--- src/rtl/pll_reset_sequencer_pkg.sv ---
// Shared definitions for the PLL reset sequencer:
// state encoding, output widths, defaults and a counter-width helper.
package pll_reset_sequencer_pkg;

    typedef logic [1:0] state_t;

    localparam state_t ST_WAIT_LOCK = 2'd0;
    localparam state_t ST_HOLD      = 2'd1;
    localparam state_t ST_RELEASE   = 2'd2;
    localparam state_t ST_RUN       = 2'd3;

    localparam int LOSS_COUNT_W = 8;

    localparam int DEF_SYNC_STAGES  = 2;
    localparam int DEF_LOCK_HOLD    = 1024;
    localparam int DEF_RESET_CYCLES = 16;
    localparam int DEF_CE_DIV       = 4;
    localparam int DEF_LOCK_TIMEOUT = 65535;

    // Counter width for a terminal count of n, never narrower than 1 bit.
    function automatic int cnt_w(input int n);
        return (n > 1) ? $clog2(n) : 1;
    endfunction

endpackage

--- src/rtl/pll_reset_sequencer_sync_ff.sv ---
// Generic N-stage single-bit synchroniser with async active-low reset.
// Also used for push-button inputs.
module sync_ff #(
    parameter int STAGES = 2
) (
    input  logic i_clk,
    input  logic i_rst_n,
    input  logic i_d,
    output logic o_q
);

    logic [STAGES-1:0] r_sync;

    // Shift the asynchronous input through the flop chain.
    always_ff @(posedge i_clk or negedge i_rst_n) begin
        if (!i_rst_n) begin
            r_sync <= '0;
        end else begin
            r_sync <= {r_sync[STAGES-2:0], i_d};
        end
    end

    assign o_q = r_sync[STAGES-1];

endmodule

--- src/rtl/pll_reset_sequencer.sv ---
// Turns PLL lock into a synchronously released system reset and a CPU
// clock-enable; re-enters reset on lock loss and counts those losses.
module pll_reset_sequencer
    import pll_reset_sequencer_pkg::*;
#(
    parameter int SYNC_STAGES  = DEF_SYNC_STAGES,
    parameter int LOCK_HOLD    = DEF_LOCK_HOLD,
    parameter int RESET_CYCLES = DEF_RESET_CYCLES,
    parameter int CE_DIV       = DEF_CE_DIV,
    parameter int LOCK_TIMEOUT = DEF_LOCK_TIMEOUT
) (
    input  logic                    clk,
    input  logic                    resetn,
    input  logic                    pll_locked,
    output logic                    sys_resetn,
    output logic                    cpu_ce,
    output logic                    ready,
    output logic                    lock_timeout,
    output logic [LOSS_COUNT_W-1:0] loss_count
);

    localparam int HOLD_W = cnt_w(LOCK_HOLD);
    localparam int REL_W  = cnt_w(RESET_CYCLES);
    localparam int CNT_W  = (HOLD_W > REL_W) ? HOLD_W : REL_W;
    localparam int TO_W   = cnt_w(LOCK_TIMEOUT);
    localparam int DIV_W  = cnt_w(CE_DIV);

    localparam logic [CNT_W-1:0] HOLD_LAST = CNT_W'(LOCK_HOLD - 1);
    localparam logic [CNT_W-1:0] REL_LAST  = CNT_W'(RESET_CYCLES - 1);
    localparam logic [TO_W-1:0]  TO_LAST   = TO_W'(LOCK_TIMEOUT - 1);
    localparam logic [DIV_W-1:0] CE_LAST   = DIV_W'(CE_DIV - 1);

    logic                    w_lock_s;
    logic [DIV_W-1:0]        w_div_nxt;

    state_t                  r_state;
    logic [CNT_W-1:0]        r_cnt;
    logic [TO_W-1:0]         r_to_cnt;
    logic [DIV_W-1:0]        r_div;
    logic                    r_sys_resetn;
    logic                    r_ce;
    logic                    r_ready;
    logic                    r_timeout;
    logic [LOSS_COUNT_W-1:0] r_loss;

    sync_ff #(
        .STAGES (SYNC_STAGES)
    ) u_lock_sync (
        .i_clk   (clk),
        .i_rst_n (resetn),
        .i_d     (pll_locked),
        .o_q     (w_lock_s)
    );

    // Next CE divider value; wraps after the enable cycle.
    always_comb begin
        w_div_nxt = r_div + DIV_W'(1);
        if (r_div == CE_LAST) begin
            w_div_nxt = '0;
        end
    end

    // Sequencer FSM with its counters and registered outputs.
    always_ff @(posedge clk or negedge resetn) begin
        if (!resetn) begin
            r_state      <= ST_WAIT_LOCK;
            r_cnt        <= '0;
            r_to_cnt     <= '0;
            r_div        <= '0;
            r_sys_resetn <= 1'b0;
            r_ce         <= 1'b0;
            r_ready      <= 1'b0;
            r_timeout    <= 1'b0;
            r_loss       <= '0;
        end else begin
            case (r_state)
                ST_WAIT_LOCK: begin
                    if (w_lock_s) begin
                        r_state  <= ST_HOLD;
                        r_cnt    <= '0;
                        r_to_cnt <= '0;
                    end else if (!r_timeout) begin
                        if (r_to_cnt == TO_LAST) begin
                            r_timeout <= 1'b1;
                        end else begin
                            r_to_cnt <= r_to_cnt + TO_W'(1);
                        end
                    end
                end
                ST_HOLD: begin
                    if (!w_lock_s) begin
                        r_state <= ST_WAIT_LOCK;
                        r_cnt   <= '0;
                    end else if (r_cnt == HOLD_LAST) begin
                        r_state <= ST_RELEASE;
                        r_cnt   <= '0;
                    end else begin
                        r_cnt <= r_cnt + CNT_W'(1);
                    end
                end
                ST_RELEASE: begin
                    if (!w_lock_s) begin
                        r_state <= ST_WAIT_LOCK;
                        r_cnt   <= '0;
                    end else if (r_cnt == REL_LAST) begin
                        r_state      <= ST_RUN;
                        r_cnt        <= '0;
                        r_div        <= '0;
                        r_sys_resetn <= 1'b1;
                        r_ready      <= 1'b1;
                        r_ce         <= (CE_DIV == 1);
                    end else begin
                        r_cnt <= r_cnt + CNT_W'(1);
                    end
                end
                ST_RUN: begin
                    if (!w_lock_s) begin
                        r_state      <= ST_WAIT_LOCK;
                        r_div        <= '0;
                        r_sys_resetn <= 1'b0;
                        r_ready      <= 1'b0;
                        r_ce         <= 1'b0;
                        if (r_loss != '1) begin
                            r_loss <= r_loss + LOSS_COUNT_W'(1);
                        end
                    end else begin
                        r_div <= w_div_nxt;
                        r_ce  <= (w_div_nxt == CE_LAST);
                    end
                end
                default: begin
                    r_state <= ST_WAIT_LOCK;
                end
            endcase
        end
    end

    assign sys_resetn   = r_sys_resetn;
    assign cpu_ce       = r_ce;
    assign ready        = r_ready;
    assign lock_timeout = r_timeout;
    assign loss_count   = r_loss;

endmodule

--- config.mk ---
export PLATFORM = sky130hd
export DESIGN_NAME = pll_reset_sequencer
export DESIGN_NICKNAME = d
export VERILOG_FILES = /design/src/rtl/pll_reset_sequencer_pkg.sv /design/src/rtl/pll_reset_sequencer_sync_ff.sv /design/src/rtl/pll_reset_sequencer.sv
export SDC_FILE = /design/constraint.sdc
export NUM_CORES = 1
export LEC_CHECK = 0
export ABC_AREA = 1
export BUFFER_PORTS_ARGS = -buffer_cell sky130_fd_sc_hd__buf_4
export CORE_MARGIN = 1.5
export CORE_UTILIZATION = 40
export DETAILED_ROUTE_END_ITERATION = 8
export PLACE_DENSITY = 0.63
export SLEW_MARGIN = 10
export SYNTH_ARGS = -nofsm -noshare
export SYNTH_HDL_FRONTEND = slang
export SYNTH_HIERARCHICAL = 1
export SYNTH_SLANG_ARGS = --single-unit
--- constraint.sdc ---
create_clock -name clk -period 1.5 [get_ports clk]
set_input_delay 0.075 -clock clk [delete_from_list [all_inputs] [get_ports clk]]
set_output_delay 0.075 -clock clk [all_outputs]
set_load 0.02 [all_outputs]
Yosys cells after proc, flatten, opt, wreduce, memory -nomap -nowiden:

Index checks and enable logic that the tools add are counted.
Widths: inputs -> output; s select.

* add/subtract/negate cells: 4
* eq/ne operators: 17
* multiplexer cells: 31
* bitwise operators: 1
* reduce and logical (&&, ||, !) cells: 10

Operators by type and width (count)
* $mux 10: 5
* $mux 16: 3
* $pmux 10 s3: 1
* $mux 2: 10
* $add 16x1->16 const B: 1
* $eq 16x16->1 const B: 1
* $add 10x1->10 const B: 1
* $eq 10x10->1 const B: 1
* $eq 10x4->1 const B: 1
* $reduce_and 3->1: 3
* $add 8x1->8 const B: 1
* $eq 2x2->1 const B: 4
* $mux 1: 8
* $ne 2x1->1 const B: 4
* $ne 8x8->1 const B: 1
* $pmux 2 s4: 1
* $reduce_and 4->1: 2
* $ne 3x3->1 const B: 2
* $ne 2x2->1 const B: 2
* $pmux 1 s2: 2
* $pmux 2 s2: 1
* $reduce_and 2->1: 2
* $reduce_bool 3->1: 1
* $add 2x1->2 const B: 1
* 4 further kinds: 4

* flip-flop bits (word level): 43
* input port bits: 3
* output and inout bits: 12
* word-level logic and storage cells: 72

Longest topological paths before layout:

Gate-level depths: netlist of run 1.

* depth after elaboration: 5
* mapped depth: 10
* depth with buffers taken out: 10

Cells and area by module:

The synthesis of run 1 kept the hierarchy.

Modules (own cells, without submodules)
* pll_reset_sequencer: times used 1, cells an instance 345, area an instance 2602.5 um^2, seq. area each 1026.0 um^2
* sync_ff: times used 1, cells an instance 2, area an instance 50.0 um^2, seq. area each 50.0 um^2

Worst setup path after synthesis of run 1:

OpenSTA, ideal clock, no wires.

* path type: reg2reg
* start point: register r_loss[1] (netlist: loss_count[1])
* end point: register r_loss[2] (netlist: loss_count[2])
* data arrival time: 1.376 ns
* required time: 1.373 ns
* slack: -0.003 ns
* stages on the path, launching flop included: 6
* period minus slack after synthesis: 1.503 ns
* path through: dfrtp_1 > ha_1 > nand3_1 > o211ai_2 > buf_4 > o21ai_0

* longest elaborated chain between the ends: 2
* elaborated cells between the ends (all ways): 3

Ends and longest elaborated chain
* start, declared: RTL line pll_reset_sequencer.sv:44 `logic [LOSS_COUNT_W-1:0] r_loss;`
* start signal, assigned: RTL line pll_reset_sequencer.sv:124 `r_loss <= r_loss + LOSS_COUNT_W'(1);`
* parallel branches: the longest is 2 deep, another holds $add 8x1->8

Several ways; the timed one is not identified.
A chain may end at the register's enable or synchronous reset.

Final worst setup path of run 1:

* start point: register r_to_cnt[0]
* end point: register r_to_cnt[10]

* longest elaborated chain between the ends: 4
* elaborated cells between the ends (all ways): 7

Ends and longest elaborated chain
* start, declared: RTL line pll_reset_sequencer.sv:38 `logic [TO_W-1:0] r_to_cnt;`
* start signal, assigned: RTL line pll_reset_sequencer.sv:86 `r_to_cnt <= r_to_cnt + TO_W'(1);`
* $add 16x1->16: RTL line pll_reset_sequencer.sv:86
* $mux 16: RTL line pll_reset_sequencer.sv:83 `if (r_to_cnt == TO_LAST) begin`
* $mux 16: RTL line pll_reset_sequencer.sv:82 `end else if (!r_timeout) begin`
* $mux 16: RTL line pll_reset_sequencer.sv:78 `if (w_lock_s) begin`

Several ways; a longest one is shown, not always the timed one. The select of a mux whose other input is x is not followed.

==> results by group, run 1 <==
Yosys
  • Post-Syn Area: 2650 µm²
  • YS warnings: 6
  • Synth Register Bits: 43
  • Top cell type's share of synthesized area: 0.406
  • Area leader, netlist: dfrtp_1
  • Avg Cell Area, Syn: 7.64 µm²
  • Top cells by area, synth: dfrtp_1, nand2_1, xor2_1
  • Synth Instances: 347
  • Register area share after synthesis: 0.406
  • FFs w/ async S/R, synth: 1.00
  • Commonest register cell after synthesis: dfrtp_1
  • Count of distinct cell types in the synthesized netlist: 31
  • Post-synth EDFFs: 0
  • Syn Nets: 360

Power
  • LEAKAGE: 0.00160 µW
  • Cell Pwr Density: 1290 nW/µm²
  • Max VDD drop: 0.742 mV

Clock tree
  • Clk buf depth: 2
  • Clk Latency, worst-skew pair: 0.29 ns
  • H-Tree Depth: 2
  • Total CTS buffers: 5
  • CTS sink cnt: 43
  • TritonCTS clock tree: built
  • Root Buffer: clkbuf_8
  • Worst-path clk slew: 0.08 ns

Critical path
  • Data arrival, critical path: 1.67 ns
  • Reg2Reg Capture Point: r_to_cnt[10]
  • Critical path class: register to register
  • CP startpoint: r_to_cnt[0]
  • Crit path to: r_to_cnt[10]
  • R2R setup slack: 0.02 ns
  • R2r worst-path depth: 9
  • Slowest cell on the critical path: dfrtp_1
  • Crit path depth: 9
  • Buf+Inv Stages, Crit Path: 1
  • Reg-to-reg startpoint: r_to_cnt[0]
  • Required time of the worst setup path: 1.69 ns
  • Worst path max stage delay: 0.38 ns
  • Max Fanout on Critical Path: 4
  • CP endpoint kind: register
  • Top cell family by delay on the critical path: simple AND/OR/NAND/NOR gates
  • Critical path startpoint category: register
  • Most used cell, CP: nand2_1
  • Critical Path, Cell by Cell: buf_4 > ha_2 > nand3_4 > nor2_4 > nand2_1 > xor2_1 > nor2_1 > nand2_1 > nand2_1

STA
  • Worst Hold Slack: 0.327 ns
  • Minimum clock period: 1.48 ns
  • Worst slew pin tran: 0.570 ns
  • Final Setup Violations: 0
  • RSZ-0062 raised after global routing: true
  • Final TNS setup: 0 ns
  • Period utilization: 0.989
  • Max Freq: 674 MHz
  • Worst setup margin: 0.0166 ns
  • Slew HR: 0.620
  • Hold Vio Cnt, Final: 0
  • Worst Clk Skew: 0.00708 ns
  • Fin. max-slew vios: 0

Job
  • Number of max-cap violations: 0

Min path
  • Hold Path Class: input pin to async pin

Routing
  • Drt first pass iters: 4
  • Drc violations: 0
  • Vias per std cell: 4.95
  • Routed Antenna Nets: 0
  • DR iter-0 viols: 123
  • DRT Wirelength: 5.91 mm
  • DR vias: 2395
  • Per-cell routed wire length: 12.2 µm

Placed design
  • PortBufs: 14
  • Hpwl dp: 4.21 mm
  • Final Wtd Congestion: 0.811
  • Placement-stage worst setup slack: -0.222 ns
  • Post-DP Area: 3070 µm²

GRT
  • Pin count of the biggest net entering global routing: 44
  • Number of global-route vias before repair: 2261
  • Total GRT Usage: 0.173
  • Initial antenna violation count: 0
  • Grt ovf: 0
  • First-pass GRT wire length: 10.0 mm

Final layout
  • P&R area growth vs syn: 30.8%
  • Layout net count: 419
  • Layout cell share with drive strength beyond 1: 0.310
  • ANT cells: 0
  • Core Util, Final: 0.543
  • Cell area after layout: 3470 µm²
  • Layout fillers: 592

Die
  • Core Area: 6390 µm²
  • Row Count: 29
  • Die X: 84.4 µm
  • Die Height: 84.4 µm
  • Die area: 7130 µm²
  • Initial Util: 0.415
  • Io pins: 15

Outcome
  • Outcome: finished clean
through the flow:
stage          std cells  power (µW)
2_1_floorplan        347        2520
6_report             484        4490
5_1_grt              484        4800
4_1_cts              480        4240
3_3_place_gp         464        3200
3_5_place_dp         464        3240
registers in the layout, summed over array words and instances (netlist names):
signal / count
cpu_ce: 1
lock_timeout: 1
loss_count: 8
r_cnt: 10
r_div: 2
r_state: 2
r_to_cnt: 16
ready: 1
u_lock_sync/r_sync: 2
cell type report:
class                      instances  area, µm²  area share
clock buffer                       7       76.3      0.0220
clock inverter                     1       5.00     0.00144
inverter                          37        139      0.0400
multi-input combinational        260       1580       0.455
sequential                        43       1080       0.311
tap                               77       96.3      0.0278
timing repair buffer              59        497       0.143
power breakdown:
part	switching (µW)	internal, µW	leakage [µW]
Sequential	134	1310	0.000584
Combinational	1200	1120	0.000971
Clock	399	328	0.0000422
Total	1730	2760	0.00160
per-layer routing:
layer,GRT usage,vias up,part of all wire
li1,-,1221,-
met1,0.229,1127,0.46
met2,0.288,40,0.50
met3,0.0324,7,0.030
met4,0.0513,0,0.013
met5,0,-,0
layout by cell type (no fill, tap or decap), types with 3 or more instances in the layout:
master,synthesis,routed
nand2_1,110,101
buf_4,3,51
ha_1,10,5
nand4_1,6,6
nor2_2,2,6
o21ai_2,6,6
xnor2_1,3,3
ha_2,0,3
inv_1,36,30
nand3_4,1,3
nand3_2,2,6
dfrtp_1,43,42
o21ai_1,3,5
inv_2,1,7
nor2_1,34,28
buf_12,1,3
nand2_2,2,9
o21bai_1,4,3
xor2_1,16,16
buf_6,1,3
a21oi_2,1,8
nand3_1,25,19
clkbuf_8,0,5
o21ai_0,17,13
worst min path at each step:
stage,end,slack (ns),cells past startpoint
2_1_floorplan,cpu_ce,-0.22,0
3_3_place_gp,r_to_cnt[5],0.11,1
3_5_place_dp,r_to_cnt[5],0.11,1
4_1_cts,r_to_cnt[5],0.34,2
5_1_grt,u_lock_sync/r_sync[1],0.37,0
6_report,r_to_cnt[2],0.33,2
Yosys cell counts (2+ instances only):
cell type,number
nor3_1,4
o21bai_1,4
nand3_1,25
ha_1,10
nand3_2,2
nor2_2,2
o21ai_0,17
o21ai_1,3
nand2_2,2
nand4_1,6
xor2_1,16
a21oi_1,9
nand2_1,110
dfrtp_1,43
xnor2_1,3
nor2_1,34
o21ai_2,6
buf_4,3
inv_1,36
what timing repair did:
item,4_1_cts,5_1_grt
resized for setup,21,41
hold endpoints to repair,44,0
pin swaps,7,12
buffers inserted,6,4
setup endpoints to repair,30,39
hold buffers,2,0
logic make-up (layout without fill, tap and decap cells):
kind of cell               after synthesis  after routing  share of synthesized area
and+or+nand+nor                        189            189                      0.308
buffers and inverters                   44            104                     0.0802
DFF                                     43             43                      0.406
AOI/OAI and AO/OA                       42             42                     0.0967
xor gates and xnor gates                19             19                     0.0627
adders and majority gates               10             10                     0.0472
worst reg2reg max path: stages (launching register included):
cell	delay, ns
dfrtp_1	0.38
buf_4	0.12
ha_2	0.20
nand3_4	0.11
nor2_4	0.18
nand2_1	0.08
xor2_1	0.15
nor2_1	0.06
nand2_1	0.06
nand2_1	0.05
(Power assumes the default switching activity.)
==> inputs of run 2 (changes only) <==
--- a/config.mk
+++ b/config.mk
@@ -5,12 +5,13 @@
 export SDC_FILE = /design/constraint.sdc
 export NUM_CORES = 1
 export LEC_CHECK = 0
-export ABC_AREA = 1
 export BUFFER_PORTS_ARGS = -buffer_cell sky130_fd_sc_hd__buf_4
 export CORE_MARGIN = 1.5
 export CORE_UTILIZATION = 40
+export CTS_BUF_LIST = sky130_fd_sc_hd__clkbuf_2 sky130_fd_sc_hd__clkbuf_4 sky130_fd_sc_hd__clkbuf_8
 export DETAILED_ROUTE_END_ITERATION = 8
-export PLACE_DENSITY = 0.63
+export PLACE_DENSITY = 0.64
+export SETUP_SLACK_MARGIN = 0.5
 export SLEW_MARGIN = 10
 export SYNTH_ARGS = -nofsm -noshare
 export SYNTH_HDL_FRONTEND = slang
==> results by group, run 2 <==
GRT
  • First-pass GRT wire length: 10.7 mm (was 10.0 mm)
  • Met3 usage: 0.0352 (was 0.0324)
  • Initial antenna violation count: 0 (unchanged)
  • GRT busiest layer: met2 (unchanged)
  • GR Layer Usage met2: 0.379 (was 0.288)
  • Number of global-route vias before repair: 2341 (was 2261)
  • Grt ovf: 0 (unchanged)
  • GRT met1 Usage: 0.257 (was 0.229)
  • Total GRT Usage: 0.214 (was 0.173)
  • Pin count of the biggest net entering global routing: 44 (unchanged)

Power
  • Sw Pwr: 1530 µW (was 1730 µW)
  • Cell Int Power: 2600 µW (was 2760 µW)
  • Max VDD drop: 1.13 mV (was 0.742 mV)
  • Clk pwr share: 0.177 (was 0.162)
  • Sw frac: 0.371 (was 0.385)
  • Comb pwr share: 0.474 (was 0.517)
  • Sequential power share: 0.349 (was 0.321)
  • LEAKAGE: 0.00178 µW (was 0.00160 µW)
  • Cell Pwr Density: 1070 nW/µm² (was 1290 nW/µm²)

Routing
  • Drc violations: 0 (unchanged)
  • Routed Antenna Nets: 0 (unchanged)
  • DR iter-0 viols: 131 (was 123)
  • DRT Wirelength: 6.51 mm (was 5.91 mm)
  • Vias per std cell: 5.41 (was 4.95)
  • Per-cell routed wire length: 14.9 µm (was 12.2 µm)
  • DR vias: 2358 (was 2395)
  • Drt first pass iters: 4 (unchanged)

Clock tree
  • Clk buf depth: 2 (unchanged)
  • Root Buffer: clkbuf_8 (unchanged)
  • Total CTS buffers: 5 (unchanged)
  • Clk Latency, worst-skew pair: 0.30 ns (was 0.29 ns)
  • Worst-path clk slew: 0.08 ns (about the same)
  • H-Tree Depth: 2 (unchanged)
  • CTS sink cnt: 43 (unchanged)
  • TritonCTS clock tree: built (unchanged)

Yosys
  • Synth Register Bits: 43 (unchanged)
  • Area leader, netlist: dfrtp_1 (unchanged)
  • Syn Nets: 268 (was 360)
  • Post-synth top cells: dfrtp_1, nand2_1, nor2_1 (was nand2_1, dfrtp_1, inv_1)
  • YS warnings: 6 (unchanged)
  • Register area share after synthesis: 0.448 (was 0.406)
  • Avg Cell Area, Syn: 9.43 µm² (was 7.64 µm²)
  • Commonest register cell after synthesis: dfrtp_1 (unchanged)
  • Top cell type's share of synthesized area: 0.448 (was 0.406)
  • Top cells by area, synth: dfrtp_1, ha_1, nand3_1 (was dfrtp_1, nand2_1, xor2_1)
  • Count of distinct cell types in the synthesized netlist: 51 (was 31)
  • Post-synth EDFFs: 0 (unchanged)
  • Post-Syn Area: 2400 µm² (was 2650 µm²)
  • Synth Instances: 255 (was 347)
  • FFs w/ async S/R, synth: 1.00 (unchanged)
  • Most common cell in the netlist: dfrtp_1 (was nand2_1)

Die
  • Io pins: 15 (unchanged)
  • Die area: 6480 µm² (was 7130 µm²)
  • Initial Util: 0.411 (was 0.415)
  • Die X: 80.5 µm (was 84.4 µm)
  • Die Height: 80.5 µm (was 84.4 µm)
  • Core Area: 5850 µm² (was 6390 µm²)
  • Row Count: 28 (was 29)

Final layout
  • Most frequent cells in the layout: buf_4, dfrtp_1, nand2_1, buf_6, nor2_1 (was nand2_1, buf_4, dfrtp_1)
  • Most common cell after layout, fill and taps aside: buf_4 (was nand2_1)
  • Layout net count: 373 (was 419)
  • Max reg flops: 16 (unchanged)
  • Top reg by flops: r_to_cnt (unchanged)
  • P&R area growth vs syn: 59.8% (was 30.8%)
  • Layout fillers: 443 (was 592)
  • ANT cells: 0 (unchanged)
  • Layout cell share with drive strength beyond 1: 0.490 (was 0.310)
  • Core Util, Final: 0.657 (was 0.543)

STA
  • Period utilization: 1.25 (was 0.989)
  • Fin. max-slew vios: 0 (unchanged)
  • Max Freq: 533 MHz (was 674 MHz)
  • Final Setup Violations: 33 (was 0)
  • Worst Clk Skew: 0.00950 ns (was 0.00708 ns)
  • Hold Vio Cnt, Final: 0 (unchanged)
  • Slew HR: 0.627 (was 0.620)
  • RSZ-0062 raised after global routing: true (unchanged)
  • Minimum clock period: 1.87 ns (was 1.48 ns)
  • Worst slew pin tran: 0.559 ns (was 0.570 ns)
  • Worst setup margin: -0.375 ns (was 0.0166 ns)

Placed design
  • Placement-stage worst setup slack: -0.357 ns (was -0.222 ns)
  • PortBufs: 14 (unchanged)
  • Hpwl dp: 4.10 mm (was 4.21 mm)
  • Final Wtd Congestion: 0.816 (was 0.811)

Critical path
  • Required time of the worst setup path: 1.68 ns (was 1.69 ns)
  • Max Fanout on Critical Path: 9 (was 4)
  • Data arrival, critical path: 2.05 ns (was 1.67 ns)
  • R2R setup slack: -0.37 ns (was 0.02 ns)
  • Critical path class: register to register (unchanged)
  • Critical path startpoint category: register (unchanged)
  • CP endpoint kind: register (unchanged)

Job
  • Number of max-cap violations: 0 (unchanged)

Min path
  • Hold Path Class: input pin to async pin (unchanged)

Outcome
  • Failing checks: setup timing
  • Outcome: complete, but fails checks (was finished clean)
run 2: worst paths after layout:
kind,startpoint,endpoint,depth (start not counted)
worst max register to register,r_cnt[5],r_cnt[6],5
worst min register to register,u_lock_sync/r_sync[0],u_lock_sync/r_sync[1],0
worst min-delay path,resetn,r_to_cnt[2],2
max in group asynchronous,resetn,u_lock_sync/r_sync[1],2
worst max-delay path,r_cnt[5],r_cnt[6],5
min in group clk,u_lock_sync/r_sync[0],u_lock_sync/r_sync[1],0
run 2: routing by layer:
layer	routed length [µm]	vias to the layer above	part of all wire
met3	163	12	0.025
met1	2840	1147	0.44
met4	165	0	0.025
li1	-	1159	-
met5	0	-	0
met2	3340	40	0.51
run 2: kinds of logic (layout without fill, tap and decap cells):
group | count (synthesis) | count (layout) | synth area share
multiplexers | 2 | 2 | 0.00937
buffers and inverters | 19 | 125 | 0.0318
flip-flops | 43 | 43 | 0.448
AND/OR/NAND/NOR | 115 | 115 | 0.250
adder cells (fa/ha/maj) | 10 | 10 | 0.0521
XOR/XNOR | 12 | 12 | 0.0437
AO/OA/AOI/OAI | 54 | 54 | 0.166
run 2: cell type report:
| type | count | area, µm² | area share |
|---|---|---|---|
| Multi-Input combinational cell | 193 | 1660 | 0.432 |
| Sequential cell | 43 | 1080 | 0.282 |
| Timing Repair Buffer | 103 | 865 | 0.225 |
| Tap cell | 75 | 93.8 | 0.0244 |
| Clock buffer | 5 | 68.8 | 0.0179 |
| Inverter | 14 | 56.3 | 0.0147 |
| Clock inverter | 3 | 15.0 | 0.00391 |
run 2: power groups by stage:
stage / registers (µW) / clock network [µW] / logic (µW)
final: 1440 / 732 / 1950
after global placement: 1450 / 0 / 1550
after global routing: 1460 / 816 / 2150
after detailed placement: 1460 / 0 / 1560
after floorplan: 1520 / 0 / 787
after CTS: 1440 / 760 / 1820
run 2: through the flow:
stage          cells  total power, µW  TNS (ns)  area [µm²]  hold slack (ns)
6_report         436             4130     -6.12        3840            0.316
3_3_place_gp     408             2990     -5.81        3240            0.102
4_1_cts          428             4020     -5.34        3670            0.329
2_1_floorplan    255             2310     -5.73        2560           -0.221
3_5_place_dp     408             3020     -6.30        3240            0.110
5_1_grt          436             4420     -8.53        3840            0.361
run 2: timing repair:
action	in CTS	in global routing
setup buffers	10	8
resized for setup	54	23
hold endpoints to repair	44	0
pin swaps	24	22
hold buffers	2	0
endpoints found under the setup margin	44	49
run 2: critical path, stage by stage (launching register included):
cell and delay, ns:
dfrtp_1 0.38, or4_4 0.55, o31ai_4 0.25, a21o_2 0.28, nor3_1 0.08, a211o_1 0.22
